## config.mk

```make
export PLATFORM = sky130hd
export DESIGN_NAME = dpram_port_arbiter
export DESIGN_NICKNAME = d
export VERILOG_FILES = /design/src/rtl/dpram_port_arbiter.sv
export SDC_FILE = /design/constraint.sdc
export NUM_CORES = 1
export LEC_CHECK = 0
export CORE_AREA = 2 2 103 105
export CTS_CLUSTER_SIZE = 25
export DETAILED_ROUTE_END_ITERATION = 10
export DIE_AREA = 0 0 105 107
export DONT_BUFFER_PORTS = 1
export PLACE_DENSITY = 0.49
export RECOVER_POWER = 100
export SETUP_SLACK_MARGIN = 0.2
export SYNTH_ARGS = -nofsm -noshare
export SYNTH_HDL_FRONTEND = slang
export SYNTH_SLANG_ARGS = --single-unit
```

## constraint.sdc

```tcl
create_clock -name clk -period 1.9 [get_ports clk]
set_input_delay 0.38 -clock clk [delete_from_list [all_inputs] [get_ports clk]]
set_output_delay 0.38 -clock clk [all_outputs]
set_load 0.01 [all_outputs]
```

## src/rtl/dpram_port_arbiter.sv

```systemverilog
// rtl/dpram_port_arbiter.sv - round-robin arbiter sharing one dual-port RAM port between two requesters
module dpram_port_arbiter #(
    parameter int AW = 15
) (
    input  logic          clk,
    input  logic          rstf,

    input  logic          t_r0_valid,
    output logic          t_r0_ready,
    input  logic          t_r0_we,
    input  logic [AW-1:0] t_r0_addr,
    input  logic [31:0]   t_r0_data,
    input  logic [3:0]    t_r0_mask,

    input  logic          t_r1_valid,
    output logic          t_r1_ready,
    input  logic          t_r1_we,
    input  logic [AW-1:0] t_r1_addr,
    input  logic [31:0]   t_r1_data,
    input  logic [3:0]    t_r1_mask,

    output logic          i_r0_valid,
    input  logic          i_r0_ready,
    output logic [31:0]   i_r0_data,

    output logic          i_r1_valid,
    input  logic          i_r1_ready,
    output logic [31:0]   i_r1_data,

    output logic          i_m_valid,
    output logic          i_m_we,
    output logic [AW-1:0] i_m_addr,
    output logic [31:0]   i_m_data,
    output logic [3:0]    i_m_mask,
    input  logic          t_m_ready,
    input  logic          t_m_valid,
    input  logic [31:0]   t_m_data,

    output logic          err
);

    logic       rr;
    logic       pend_v;
    logic       pend_id;
    logic       buf0_v;
    logic       buf1_v;

    logic [1:0] buf_v;
    logic [1:0] req_valid;
    logic [1:0] req_we;
    logic [1:0] pop;
    logic [1:0] slot_free;
    logic [1:0] rd_busy;
    logic [1:0] elig;
    logic [1:0] load;
    logic       any_elig;
    logic       gnt_id;
    logic       accept;
    logic       accept_rd;

    assign buf_v = {buf1_v, buf0_v};

    // A read may only issue if its response has a guaranteed landing slot:
    // the buffer is free (or draining now) and no earlier read is still in flight.
    always_comb begin
        req_valid = {t_r1_valid, t_r0_valid};
        req_we    = {t_r1_we, t_r0_we};
        pop       = buf_v & {i_r1_ready, i_r0_ready};
        slot_free = ~buf_v | pop;
        rd_busy   = {pend_v & pend_id, pend_v & ~pend_id};
        elig      = req_valid & (req_we | (slot_free & ~rd_busy));
        any_elig  = |elig;
        gnt_id    = elig[rr] ? rr : ~rr;
        accept    = any_elig & t_m_ready;
        accept_rd = accept & ~req_we[gnt_id];
        load      = {2{t_m_valid & pend_v}} & {pend_id, ~pend_id};
    end

    assign t_r0_ready = accept & ~gnt_id;
    assign t_r1_ready = accept & gnt_id;

    assign i_m_valid = any_elig;
    assign i_m_we    = gnt_id ? t_r1_we   : t_r0_we;
    assign i_m_addr  = gnt_id ? t_r1_addr : t_r0_addr;
    assign i_m_data  = gnt_id ? t_r1_data : t_r0_data;
    assign i_m_mask  = gnt_id ? t_r1_mask : t_r0_mask;

    assign i_r0_valid = buf0_v;
    assign i_r1_valid = buf1_v;

    always_ff @(posedge clk or negedge rstf) begin
        if (!rstf) begin
            rr      <= 1'b0;
            pend_v  <= 1'b0;
            pend_id <= 1'b0;
            err     <= 1'b0;
        end else begin
            if (accept) begin
                rr <= ~gnt_id;
            end
            pend_v <= accept_rd;
            if (accept_rd) begin
                pend_id <= gnt_id;
            end
            // Response without a pending read, or a pending read without a response.
            err <= err | (t_m_valid ^ pend_v);
        end
    end

    always_ff @(posedge clk or negedge rstf) begin
        if (!rstf) begin
            buf0_v    <= 1'b0;
            i_r0_data <= 32'd0;
        end else if (load[0]) begin
            buf0_v    <= 1'b1;
            i_r0_data <= t_m_data;
        end else if (pop[0]) begin
            buf0_v    <= 1'b0;
        end
    end

    always_ff @(posedge clk or negedge rstf) begin
        if (!rstf) begin
            buf1_v    <= 1'b0;
            i_r1_data <= 32'd0;
        end else if (load[1]) begin
            buf1_v    <= 1'b1;
            i_r1_data <= t_m_data;
        end else if (pop[1]) begin
            buf1_v    <= 1'b0;
        end
    end

endmodule
```

Yosys cells after proc, flatten, opt, wreduce, memory -nomap -nowiden. Cells that the tools add are included.

Output and inout port bits: 122. Input bits: 144. Register bits after elaboration: 70.

Mux-type cells: 12. Order comparisons: 2. Reduce and logical (&&, ||, !) cells: 3. Bitwise logic cells: 21.

Operator list (count): $mux W32 (1); $mux W15 (1); $mux W1 (9); $and A2 B2 Y2 (4); $and A1 B1 Y1 (7); $lt A1 B2 Y1 const B (2); $mux W4 (1); $not A1 Y1 (4); $not A2 Y2 (2); $or A2 B2 Y2 (2); $reduce_bool A2 Y1 (2); $reduce_or A2 Y1 (1); $or A1 B1 Y1 (1); $xor A1 B1 Y1 (1).

Logic depth before layout (Yosys ltp).
Depth after elaboration: 13. Depth in mapped cells: 7.

Worst setup path before layout. No wires, ideal clock.

Path kind: input -> output. From: in i_r1_ready. To: out i_m_addr[0]. Required time: 1520 ps. Arrival time: 1653 ps. Buffers on the path: 2. Stages: 7. Path slack: -133 ps. Cells stage by stage: nand2b_1 -> a21oi_1 -> nor2b_1 -> clkbuf_1 -> a21oi_2 -> buf_4 -> mux2_1.

Cells in the longest elaborated chain, start to end: 9.

Ends and longest elaborated chain: start, declared (RTL line 27) `input logic i_r1_ready,`; $and A2 B2 Y2 (RTL line 68) `pop = buf_v & {i_r1_ready, i_r0_ready};`; $or A2 B2 Y2 (RTL line 69) `slot_free = ~buf_v | pop;`; $and A2 B2 Y2 (RTL line 71) `elig = req_valid & (req_we | (slot_free & ~rd_busy));`; $or A2 B2 Y2 (RTL line 71); $and A2 B2 Y2 (RTL line 71); $mux W1 (implied by the code) (2 in series) (RTL line 73) `gnt_id = elig[rr] ? rr : ~rr;`; $mux W1 (RTL line 73); $mux W15 (RTL line 84) `assign i_m_addr = gnt_id ? t_r1_addr : t_r0_addr;`; end, declared (RTL line 32) `output logic [AW-1:0] i_m_addr,`.

No other way between the ends. The select of a mux whose other input is x is not followed.

Worst setup path after layout.
From: reg pend_id. To: out i_m_data[11].

Cells in the longest elaborated chain, start to end: 10. Elaborated cells on any way between the ends: 11. Those cells by class: mux: 4; bitwise: 7.

Ends and longest elaborated chain: start, declared (RTL line 44) `logic pend_id;`; start signal, assigned (RTL line 103) `pend_id <= gnt_id;`; $not A1 Y1 (RTL line 70) `rd_busy = {pend_v & pend_id, pend_v & ~pend_id};`; $and A1 B1 Y1 (RTL line 70); $not A2 Y2 (*) (RTL line 71); $and A2 B2 Y2 (*) (RTL line 71); $or A2 B2 Y2 (*) (RTL line 71); $and A2 B2 Y2 (*) (RTL line 71); $mux W1 (implied by the code) (*) (2 in series) (RTL line 73); $mux W1 (*) (RTL line 73); $mux W32 (*) (RTL line 85) `assign i_m_data = gnt_id ? t_r1_data : t_r0_data;`; end, declared (RTL line 33) `output logic [31:0] i_m_data,`.

Every way passes the cells marked *; elsewhere a longest branch is shown, timed or not. The select of a mux whose other input is x is not followed.

==> flow_summary.toml <==
[outcome]
status = "finished with violations"
failed_checks = "hold timing, setup timing"

[route]
first_pass_iters = 4
avgRoutedWirePerCell_um = 27.0
vias_per_cell = 5.28
ant_nets = 0
drc = 0
drtIter0Drc = 76
drt-total-wl_um = 10900
num_vias = 2126

[clocking]
cts_made_buffers = 9
cts.clk_slew.worst_paths_ns = 0.08
clock_latency_ns = 0.34
h-tree-depth = 3
cts-root-buf = "clkbuf_8"
cts_buffer_depth = 2
tritoncts = "yes"
cts.sinks = 70

[final_layout]
drive_gt1_frac = 0.658
final_common_cell = "dfrtp_1"
final_core_util = 0.418
final_net_count = 404
area_growth_pct = 27.1
layout_common_cells = "dfrtp_1, mux2_2, mux2_4, buf_4, clkbuf_8"
stdcell_area_um2 = 4220
fillers = 987

[timing]
post-route-period-util = 1.22
drv_slew = 0
setup_viol = 55
finalHoldViolations = 70
period_needed_ns = 2.31
setup_ws_ns = -0.409
rsz0062_at_grt = "true"
skew_ns = 0.00621
max_freq_mhz = 433
whs_ns = -0.274
slew_headroom = 0.773
tightest_slew_ns = 0.339

[placed_design]
dp_slack_ns = -0.0857
placed_area_um2 = 3780
routabilityCongestion = 0.977
hpwl_um = 8270
io_buffers = 0

[synth]
yosysUniqueCellTypes = 24
synth_area_leaders = "dfrtp_1, mux2_2, mux2_1, buf_4, nand2_1"
ys_ff_latch = 70
syn_area_um2 = 3320
seq_area_frac_synth = 0.528
avgSynthCellArea_um2 = 14.2
yosys_warnings = 0
syn-num-nets = 379
netlist_instances = 234
yosysTopAreaCell = "dfrtp_1"
synth_top_area_share = 0.528

[floorplanning]
die-area_um2 = 11200
die_width_um = 105
placementRows = 37
ios = 266
coreArea_um2 = 10100
die_h_um = 107
initial_core_util = 0.329

[worst_setup_path]
required_ns = 1.52
max_stage_delay_ns = 0.39
crit_type = "register to output pin"
cp-start-kind = "register"
cp_slowest_cell = "dfrtp_1"
cp_top_family = "compound AO/OA/AOI/OAI gates"
cp_num_cells = 7
critPathMaxFanout = 8
critPathCaptureType = "output pin"
crit_path_cell_trace = "nand2b_4, a21o_1, a21oi_2, a21oi_4, buf_12, clkbuf_16, mux2_4"
crit_arrival_ns = 1.93
reg2regPathDepth = 8
path_buf_inv = 2

[global_route]
grt_pass1_vias = 2262
grt_pass1_wl_um = 14400
grt_max_degree = 71
grt.total_usage = 0.181
antenna_found_initial = 4
grt_overflow = 0

[flow_run]
cap_violations = 0

[power]
leakage_nw = 1.95
p_per_area_nw_per_um2 = 1450
vdd_drop_max_v = 0.000778
power_mw = 6.11

[worst_hold_path]
worstHoldPathType = "input port to asynchronous set/reset pin"
## worst paths after layout
path,from,end,slack (ns)
max,pend_id,i_m_data[11],-0.41
min,rstf,i_r0_data[16],-0.27
max reg2reg,pend_id,pend_v,0.27
min reg2reg,i_r1_valid,i_r1_valid,0.54
max in group asynchronous,rstf,i_r0_data[0],2.06
min in group clk,t_r1_we,pend_id,0.15
## power breakdown
group | leakage [nW] | internal, mW | total, mW | switching [mW]
logic | 1.02 | 1.17 | 1.86 | 0.686
clock network | 0.0923 | 0.610 | 1.20 | 0.589
registers | 0.840 | 2.20 | 3.05 | 0.855
total | 1.95 | 3.98 | 6.11 | 2.13
## layer usage
| metal | wire [um] | up-vias | part of all wire | track usage |
|---|---|---|---|---|
| li1 | - | 892 | - | - |
| met1 | 3970 | 1072 | 0.36 | 0.192 |
| met2 | 5150 | 146 | 0.47 | 0.274 |
| met3 | 1410 | 16 | 0.13 | 0.114 |
| met4 | 371 | 0 | 0.034 | 0.101 |
| met5 | 0 | - | 0 | 0 |
## logic make-up after synthesis
logic type	count (synthesis)	share of synthesized area
simple gates	21	0.0286
mux	115	0.390
flops	70	0.528
compound gates	13	0.0286
fa+ha+maj	1	0.00377
buf+inv	14	0.0215
## sequential cells by signal, indices dropped and copies added, names as in the netlist
signal / cells
rr: 1
err: 1
i_r0_data: 32
pend_id: 1
i_r1_data: 32
i_r0_valid: 1
i_r1_valid: 1
pend_v: 1
## synthesized netlist by cell type
master / count
nand2_1: 9
nor2b_1: 1
nand3_1: 1
a21o_1: 2
nor2_1: 5
a211oi_1: 1
ha_1: 1
inv_1: 1
a21oi_2: 2
nand2b_1: 4
o21ai_0: 1
a21oi_1: 2
o211a_1: 1
mux2_1: 51
mux2_2: 64
a31oi_1: 1
o32ai_1: 1
or2_2: 1
buf_1: 6
o211ai_1: 1
a21boi_0: 1
clkbuf_1: 2
buf_4: 5
dfrtp_1: 70
## final cells by class
class	instances	area [um2]	area share
multi-input combinational	150	1760	0.418
sequential	70	1750	0.415
timing repair buffer	27	327	0.0774
tap	136	170	0.0403
clock buffer	9	124	0.0294
clock inverter	6	71.3	0.0169
antenna	4	10.0	0.00237
inverter	1	3.75	0.000890
## metrics by stage
| step | hold WS (ns) | cells | TNS, ns |
|---|---|---|---|
| floorplan | 0.0844 | 234 | -2.62 |
| global placement | 0.0863 | 372 | -0.417 |
| detailed placement | 0.0860 | 372 | -1.84 |
| CTS | -0.298 | 391 | -20.02 |
| global route | -0.316 | 403 | -25.06 |
| finish | -0.274 | 403 | -20.35 |
## repair_timing
action	CTS	global route
hold endpoints to repair	70	70
setup endpoints to repair	55	55
pin swaps	2	6
gates resized for setup	9	13
buffers inserted	4	5
gates cloned	0	3
Note: power is estimated with default switching activity, not from simulation.
